<file path="src/rtl/bus_xfer_pkg.sv">
// Shared encodings for the common-bus transfer sequencer: request opcodes, FSM states
// and the default register-bank geometry.
package bus_xfer_pkg;

    localparam int DEF_NREG   = 8;
    localparam int DEF_TR_IDX = 5;

    typedef enum logic [1:0] {
        OP_MOV  = 2'b00,
        OP_CLR  = 2'b01,
        OP_INC  = 2'b10,
        OP_SWAP = 2'b11
    } op_t;

    typedef enum logic [2:0] {
        ST_IDLE,
        ST_EXEC,
        ST_SW1,
        ST_SW2,
        ST_SW3
    } state_t;

    // Slot 0 means "bus idle", so it can never be a real source or destination.
    function automatic logic idx_bad(input int idx, input int nreg);
        return (idx == 0) || (idx >= nreg);
    endfunction

endpackage

</file>
<file path="src/rtl/bus_idx_decoder.sv">
// Index plus enable to one-hot strobe vector for the register bank.
module bus_idx_decoder #(
    parameter int IDXW = 3,
    parameter int NREG = 8
) (
    input  logic [IDXW-1:0] idx,
    input  logic            en,
    output logic [NREG-1:0] onehot
);

    generate
        for (genvar gi = 0; gi < NREG; gi++) begin : g_bit
            assign onehot[gi] = en && (idx == IDXW'(gi));
        end
    endgenerate

endmodule

</file>
<file path="src/rtl/bus_xfer_sequencer.sv">
// Register-transfer initiator: accepts MOV/CLR/INC/SWAP requests and drives the bus
// select plus one-hot LD/CLR/INC strobes, all straight from posedge flops.
module bus_xfer_sequencer
    import bus_xfer_pkg::*;
#(
    parameter int NREG   = DEF_NREG,
    parameter int IDXW   = $clog2(NREG),
    parameter int TR_IDX = DEF_TR_IDX
) (
    input  logic            CLK,
    input  logic            reset_n,
    input  logic            req_valid,
    output logic            req_ready,
    input  logic [1:0]      req_op,
    input  logic [IDXW-1:0] req_src,
    input  logic [IDXW-1:0] req_dst,
    output logic [IDXW-1:0] bus_sel,
    output logic [NREG-1:0] ld,
    output logic [NREG-1:0] clr,
    output logic [NREG-1:0] inc,
    output logic            busy,
    output logic            done,
    output logic            err
);

    localparam logic [IDXW-1:0] TR_SEL = IDXW'(TR_IDX);

    state_t          state_reg, state_next;
    logic [IDXW-1:0] src_reg, src_next;
    logic [IDXW-1:0] dst_reg, dst_next;

    logic [IDXW-1:0] bus_sel_reg, bus_sel_next;
    logic [NREG-1:0] ld_reg, ld_next;
    logic [NREG-1:0] clr_reg, clr_next;
    logic [NREG-1:0] inc_reg, inc_next;
    logic            done_reg, done_next;
    logic            err_reg, err_next;

    logic [IDXW-1:0] strobe_idx;
    logic            ld_en, clr_en, inc_en;
    logic            accept, req_ok;

    assign accept = req_valid && (state_reg == ST_IDLE);

    always_comb begin
        req_ok = 1'b0;
        unique case (op_t'(req_op))
            OP_MOV:  req_ok = !idx_bad(int'(req_src), NREG) && !idx_bad(int'(req_dst), NREG);
            OP_CLR,
            OP_INC:  req_ok = !idx_bad(int'(req_dst), NREG);
            OP_SWAP: req_ok = !idx_bad(int'(req_src), NREG) && !idx_bad(int'(req_dst), NREG)
                              && (req_src != TR_SEL) && (req_dst != TR_SEL);
        endcase
    end

    // Outputs are computed one state ahead so the registered strobes line up with the state.
    always_comb begin
        state_next   = state_reg;
        src_next     = src_reg;
        dst_next     = dst_reg;
        bus_sel_next = '0;
        strobe_idx   = '0;
        ld_en        = 1'b0;
        clr_en       = 1'b0;
        inc_en       = 1'b0;
        done_next    = 1'b0;
        err_next     = 1'b0;
        case (state_reg)
            ST_IDLE: begin
                if (accept) begin
                    src_next = req_src;
                    dst_next = req_dst;
                    if (!req_ok) begin
                        err_next = 1'b1;
                    end else begin
                        unique case (op_t'(req_op))
                            OP_MOV: begin
                                state_next   = ST_EXEC;
                                bus_sel_next = req_src;
                                strobe_idx   = req_dst;
                                ld_en        = 1'b1;
                                done_next    = 1'b1;
                            end
                            OP_CLR: begin
                                state_next = ST_EXEC;
                                strobe_idx = req_dst;
                                clr_en     = 1'b1;
                                done_next  = 1'b1;
                            end
                            OP_INC: begin
                                state_next = ST_EXEC;
                                strobe_idx = req_dst;
                                inc_en     = 1'b1;
                                done_next  = 1'b1;
                            end
                            OP_SWAP: begin
                                state_next   = ST_SW1;
                                bus_sel_next = req_src;
                                strobe_idx   = TR_SEL;
                                ld_en        = 1'b1;
                            end
                        endcase
                    end
                end
            end
            ST_SW1: begin
                state_next   = ST_SW2;
                bus_sel_next = dst_reg;
                strobe_idx   = src_reg;
                ld_en        = 1'b1;
            end
            ST_SW2: begin
                state_next   = ST_SW3;
                bus_sel_next = TR_SEL;
                strobe_idx   = dst_reg;
                ld_en        = 1'b1;
                done_next    = 1'b1;
            end
            default: state_next = ST_IDLE;
        endcase
    end

    bus_idx_decoder #(.IDXW(IDXW), .NREG(NREG)) u_ld_dec  (.idx(strobe_idx), .en(ld_en),  .onehot(ld_next));
    bus_idx_decoder #(.IDXW(IDXW), .NREG(NREG)) u_clr_dec (.idx(strobe_idx), .en(clr_en), .onehot(clr_next));
    bus_idx_decoder #(.IDXW(IDXW), .NREG(NREG)) u_inc_dec (.idx(strobe_idx), .en(inc_en), .onehot(inc_next));

    always_ff @(posedge CLK or negedge reset_n) begin
        if (!reset_n) begin
            state_reg   <= ST_IDLE;
            src_reg     <= '0;
            dst_reg     <= '0;
            bus_sel_reg <= '0;
            ld_reg      <= '0;
            clr_reg     <= '0;
            inc_reg     <= '0;
            done_reg    <= 1'b0;
            err_reg     <= 1'b0;
        end else begin
            state_reg   <= state_next;
            src_reg     <= src_next;
            dst_reg     <= dst_next;
            bus_sel_reg <= bus_sel_next;
            ld_reg      <= ld_next;
            clr_reg     <= clr_next;
            inc_reg     <= inc_next;
            done_reg    <= done_next;
            err_reg     <= err_next;
        end
    end

    assign req_ready = (state_reg == ST_IDLE);
    assign busy      = (state_reg != ST_IDLE);
    assign bus_sel   = bus_sel_reg;
    assign ld        = ld_reg;
    assign clr       = clr_reg;
    assign inc       = inc_reg;
    assign done      = done_reg;
    assign err       = err_reg;

endmodule
</file>
<file path="config.mk">
export PLATFORM = sky130hd
export DESIGN_NAME = bus_xfer_sequencer
export DESIGN_NICKNAME = d
export VERILOG_FILES = /design/src/rtl/bus_xfer_pkg.sv /design/src/rtl/bus_idx_decoder.sv /design/src/rtl/bus_xfer_sequencer.sv
export SDC_FILE = /design/constraint.sdc
export NUM_CORES = 1
export LEC_CHECK = 0
export BUFFER_PORTS_ARGS = -buffer_cell sky130_fd_sc_hd__buf_2
export CAP_MARGIN = 25
export CORE_MARGIN = 4
export CORE_UTILIZATION = 49
export CTS_BUF_LIST = sky130_fd_sc_hd__clkbuf_8
export CTS_CLUSTER_DIAMETER = 150
export CTS_CLUSTER_SIZE = 25
export DETAILED_ROUTE_END_ITERATION = 7
export PLACE_DENSITY = 0.86
export REMOVE_ABC_BUFFERS = 1
export SYNTH_ARGS = -nofsm -noshare
export SYNTH_HDL_FRONTEND = slang
export SYNTH_SLANG_ARGS = --single-unit
</file>
<file path="constraint.sdc">
create_clock -name CLK -period 2.2 [get_ports CLK]
set_input_delay 0 -clock CLK [delete_from_list [all_inputs] [get_ports CLK]]
set_output_delay 0 -clock CLK [all_outputs]
set_load 0.01 [all_outputs]
</file>
# Word level (Yosys, flattened, before mapping)
# Index checks and enable logic that the tools add are counted.
[classes]
n_addsub = 0
multipliers = 0
div = 0
order_cmp = 0
n_eq_ne = 16
shift = 0
n_mux = 32
bitwise_logic = 0
reduce_logical = 42
[op_table]
columns = ["cell", "n"]
rows = [
  ["$logic_and A1 B1 Y1", 28],
  ["$pmux W3 S3", 3],
  ["$mux W3", 7],
  ["$mux W1", 17],
  ["$eq A3 B2 Y1 const B", 4],
  ["$eq A3 B3 Y1 const B", 4],
  ["$logic_not A3 Y1", 4],
  ["$pmux W3 S2", 2],
  ["$ne A3 B3 Y1 const B", 2],
  ["$reduce_or A2 Y1", 3],
  ["$eq A2 B2 Y1 const B", 2],
  ["$ne A2 B1 Y1 const B", 2],
  ["$pmux W1 S2", 2],
  ["$reduce_and A2 Y1", 2],
  ["$eq A3 B1 Y1 const B", 1],
  ["$pmux W1 S3", 1],
  ["$reduce_bool A3 Y1", 1],
  ["$reduce_or A3 Y1", 1],
  ["$eq A2 B1 Y1 const B", 1],
  ["$logic_not A1 Y1", 2],
  ["$logic_not A2 Y1", 1],
]
[word_totals]
register_bits = 38
latch_bits = 0
mem_bits_rw = 0
mem_bits_ro = 0
in_bits = 11
word_cells = 99
n_memories = 0

# Longest topological paths before layout
[logic_depth]
ltp_word = 11
depth_mapped = 8
ltp_nobuf = 7

# Modules after synthesis
# A second synthesis with hierarchy kept.
[unflattened]
hier_cells = 124
hier_area_um2 = 1694.1
[modules_own_cells]
columns = ["module", "n_inst", "cells_per_inst", "area_per_inst_um2"]
rows = [
  ["bus_xfer_sequencer", 1, 100, 1405.1],
  ["bus_idx_decoder", 3, 8, 96.3],
]

# Worst setup path before layout
# No wires, ideal clock.
[synth_path]
path_type = "reg-to-reg"
from = "reg state_reg[1]"
to = "reg ld_reg[2] (netlist: ld[2])"
t_arrival_ns = 2.277
required_ns = 2.113
path_slack_ns = -0.164
path_stages_with_launch = 8
path_cell_list = "dfrtp_1 -> buf_6 -> or4b_4 -> buf_6 -> or3_1 -> o31a_1 -> a211o_1 -> a211oi_2"
[synth_via]
elab_chain_len = 6
elab_cells_between_ends = 11
classes_between = "eq/ne (3); mux (4); reduce/logical (4)"
[synth_lines]
columns = ["element", "line", "text"]
rows = [
  ["from (decl)", "bus_xfer_sequencer.sv:28", "state_t state_reg, state_next;"],
  ["from (signal assigned)", "bus_xfer_sequencer.sv:139", "state_reg <= state_next;"],
  ["$logic_not A3 Y1", "bus_xfer_sequencer.sv:43, bus_xfer_sequencer.sv:68", ""],
  ["$logic_and A1 B1 Y1", "bus_xfer_sequencer.sv:43", "assign accept = req_valid && (state_reg == ST_IDLE);"],
  ["$mux W3", "bus_xfer_sequencer.sv:70", "if (accept) begin"],
  ["$pmux W3 S3", "bus_xfer_sequencer.sv:68", "case (state_reg)"],
  ["$eq A3 B2 Y1", "bus_idx_decoder.sv:13", "assign onehot[gi] = en && (idx == IDXW'(gi));"],
  ["$logic_and A1 B1 Y1 *", "bus_idx_decoder.sv:13", ""],
  ["via ld_next[2]", "bus_xfer_sequencer.sv:33", "logic [NREG-1:0] ld_reg, ld_next;"],
  ["to (signal assigned)", "bus_xfer_sequencer.sv:143", "ld_reg <= ld_next;"],
  ["to (decl)", "bus_xfer_sequencer.sv:33", ""],
]
# Mark *: on every way through the listed nets, which the timed path passes. The rest lies on a longest branch.
# A chain may end at the register's enable or synchronous reset.

# Final worst setup path
# Ends and elaborated chain as after synthesis.

==> results.sh <==
export IMPL_post_synth_instance_area_sq_mm=0.00170
export IMPL_path_clk_slew_ns=0.07
export IMPL_grt_start_max_net_pins=39
export IMPL_clk_path_buf_depth=2
export IMPL_finalSetupTns_ns=0
export IMPL_num_nets_final=234
export IMPL_setup_violations=0
export IMPL_required_ns=2.40
export IMPL_max_slew_margin_rel=0.481
export IMPL_critPathCaptureType="flip-flop"
export IMPL_status="completed"
export IMPL_grt_overflow=0
export IMPL_synthesis_yosys_warnings=0
export IMPL_setup_worst_path_class="reg -> reg"
export IMPL_gpl_final_weighted_congestion=0.844
export IMPL_numPortBuffers=41
export IMPL_postPlaceCellArea_sq_mm=0.00197
export IMPL_clock_sink_count=38
export IMPL_drt_iter0_drc=93
export IMPL_most_used_routing_layer="met2"
export IMPL_number_of_global_route_vias_before_repair=1271
export IMPL_critical_path_arrival_ns=2.40
export IMPL_netlist_instances=161
export IMPL_final_cell_area_sq_mm=0.00216
export IMPL_insertion_delay_ns=0.28
export IMPL_final_period_util=0.998
export IMPL_power_density_cell_area_mw_per_mm2=1000
export IMPL_coreArea_sq_mm=0.00334
export IMPL_grt_pass1_wl_um=5710
export IMPL_type_of_the_tightest_min_delay_check="in -> reg"
export IMPL_routed_via_count=1390
export IMPL_final_antenna_net_count=0
export IMPL_finalClockSkew_ns=0.00425
export IMPL_post_route_cells_drive_above_1_share=0.336
export IMPL_synth_ff_type="sky130_fd_sc_hd__dfrtp_1"
export IMPL_synth_edf_count=0
export IMPL_cts_buffers_inserted=5
export IMPL_yosysMostFrequentCell="sky130_fd_sc_hd__dfrtp_1"
export IMPL_grt_use_met1=0.208
export IMPL_core_rows=21
export IMPL_floorplan_die_height_um=66.9
export IMPL_post_synth_cell_area_avg_sq_um=10.5
export IMPL_critical_path_buf_inv_count=0
export IMPL_hold_path_startpoint="req_dst[1]"
export IMPL_clk_root_buffer_cell="sky130_fd_sc_hd__clkbuf_8"
export IMPL_postSynthRegisterBits=38
export IMPL_drt_wl_total_um=3520
export IMPL_synth_top_cells_by_area="sky130_fd_sc_hd__dfrtp_1, sky130_fd_sc_hd__nand2_1, sky130_fd_sc_hd__nor3_1, sky130_fd_sc_hd__ha_1, sky130_fd_sc_hd__nor2_1"
export IMPL_floorplan_die_area_sq_mm=0.00447
export IMPL_detail_route_first_pass_iterations=4
export IMPL_critPathMaxStageDelay_ns=0.54
export IMPL_synth_cells_most_frequent="sky130_fd_sc_hd__dfrtp_1, sky130_fd_sc_hd__nand2_1, sky130_fd_sc_hd__nor3_1"
export IMPL_grt_setup_unrepaired="yes"
export IMPL_wire_per_inst_um=13.2
export IMPL_r2r_start="state_reg[1]"
export IMPL_max_cap_viol_count=0
export IMPL_critPathSlowestCell="sky130_fd_sc_hd__or4b_4"
export IMPL_final_max_slew_viol_count=0
export IMPL_remaining_drc_errors=0
export IMPL_grtUsageMet3=0.0506
export IMPL_crit_path_start_kind="flip-flop"
export IMPL_antenna_found_initial=0
export IMPL_hold_violations=0
export IMPL_fillers=277
export IMPL_shortest_period_the_worst_path_allows_ns=2.20
export IMPL_fmaxAchievable_ghz=0.455
export IMPL_final_core_utilization=0.646
export IMPL_async_s_r_ff_share_synth=1.00
export IMPL_cpLargestDelayFamily="simple AND/OR/NAND/NOR gates"
export IMPL_irDropWorstVdd_uv=542
export IMPL_antennaDiodeCount=0
export IMPL_yosys_area_top_type_share=0.560
export IMPL_cp_max_fo=5
export IMPL_cts_htree_levels=2
export IMPL_leakage_nw=1.14
export IMPL_design_portCount=42
export IMPL_place_detailed_hpwl_um=2600
export IMPL_synth_distinct_cells=37
export IMPL_crit_chain="or4b_4 > or3_4 > o31a_1 > a211o_1 > a211oi_2"
export IMPL_cts_tree="yes"
export IMPL_synth_largest_area_cell="sky130_fd_sc_hd__dfrtp_1"
export IMPL_gr_usage_met2=0.295
export IMPL_critPathLaunch="state_reg[1]"
export IMPL_viasPerCell=5.23
export IMPL_dieWidth_um=66.9
export IMPL_worst_pin_slew_ns=0.778
export IMPL_area_growth_synth_to_final_pct=27.0
export IMPL_global_route_usage_total=0.177
export IMPL_floorplan_initialDensity=0.509
export IMPL_sequential_fraction_of_the_synthesis_area=0.560
cell usage in the layout, fill, tap and decap left out, types with 4 or more instances in the layout:
| master | Yosys | routed |
|---|---|---|
| sky130_fd_sc_hd__o21ai_0 | 4 | 4 |
| sky130_fd_sc_hd__inv_1 | 3 | 4 |
| sky130_fd_sc_hd__nor2_1 | 12 | 12 |
| sky130_fd_sc_hd__nand3_1 | 4 | 4 |
| sky130_fd_sc_hd__ha_1 | 4 | 4 |
| sky130_fd_sc_hd__or2_2 | 6 | 6 |
| sky130_fd_sc_hd__buf_4 | 0 | 9 |
| sky130_fd_sc_hd__dlygate4sd3_1 | 1 | 6 |
| sky130_fd_sc_hd__dfrtp_1 | 38 | 38 |
| sky130_fd_sc_hd__clkbuf_8 | 0 | 6 |
| sky130_fd_sc_hd__nand2_1 | 26 | 25 |
| sky130_fd_sc_hd__nor3_1 | 18 | 17 |
| sky130_fd_sc_hd__buf_2 | 0 | 41 |
cells by family after synthesis:
group           count (synthesis)  share of synthesized area
fa+ha+maj                       4                     0.0295
other cells                     1                    0.00221
flops                          38                      0.560
compound gates                 19                     0.0811
buf+inv                         9                     0.0368
simple gates                   87                      0.271
mux                             3                     0.0192
stage by stage:
stage          hold slack (ns)  power [mW]  instances  setup WS, ns
4_1_cts                 0.0104        2.15        265        0.0234
5_1_grt                 0.0594        2.31        266       -0.0301
3_5_place_dp             0.118        1.67        251       0.00631
2_1_floorplan           -0.296        1.37        156       -0.0926
6_report                0.0391        2.16        266       0.00332
3_3_place_gp             0.115        1.65        251        0.0441
routing by layer:
layer  share of wire  wire [um]  vias to the layer above
met5               0          0                        -
met4           0.016         55                        0
met3           0.083        290                        4
met2            0.49       1710                       62
met1            0.42       1460                      655
li1                -          -                      669
cell type report:
cell class              instances  area [sq um]  area share
flip-flops and latches         38           951       0.441
multi-input cells             115           713       0.331
repair buffers                 56           333       0.154
clock buffers                   6          82.6      0.0383
well taps                      46          57.6      0.0267
inverters                       3          11.3     0.00522
clock inverters                 2          8.76     0.00406
final timing paths:
check | endpoint | slack, ns | cells after the start
min reg2reg | src_reg[1] | 0.48 | 2
max in group asynchronous | inc[4] | 1.38 | 2
max reg2reg | ld[2] | 0.003 | 5
min | dst_reg[1] | 0.04 | 3
min in group asynchronous | ld[1] | 0.34 | 2
max | ld[2] | 0.003 | 5
what timing repair did:
| action | in CTS | in global routing |
|---|---|---|
| pin swaps | 1 | 1 |
| gates resized for setup | 1 | 6 |
| endpoints found under the hold margin | 45 | 0 |
| endpoints found under the setup margin | 2 | 8 |
| buffers inserted | 0 | 1 |
| hold buffers | 6 | 0 |
worst reg2reg max path, cell delays in order, from the launching register on:
cell	delay [ns]
sky130_fd_sc_hd__dfrtp_1	0.38
sky130_fd_sc_hd__or4b_4	0.54
sky130_fd_sc_hd__or3_4	0.38
sky130_fd_sc_hd__o31a_1	0.32
sky130_fd_sc_hd__a211o_1	0.30
sky130_fd_sc_hd__a211oi_2	0.19
report_power, final:
| group | switching [mW] | internal, mW | total, mW | leakage [nW] |
|---|---|---|---|---|
| clock network | 0.213 | 0.247 | 0.461 | 0.0524 |
| logic | 0.483 | 0.342 | 0.825 | 0.578 |
| registers | 0.0547 | 0.822 | 0.877 | 0.511 |
| total | 0.751 | 1.41 | 2.16 | 1.14 |
Note: power is estimated with default switching activity, not from simulation.
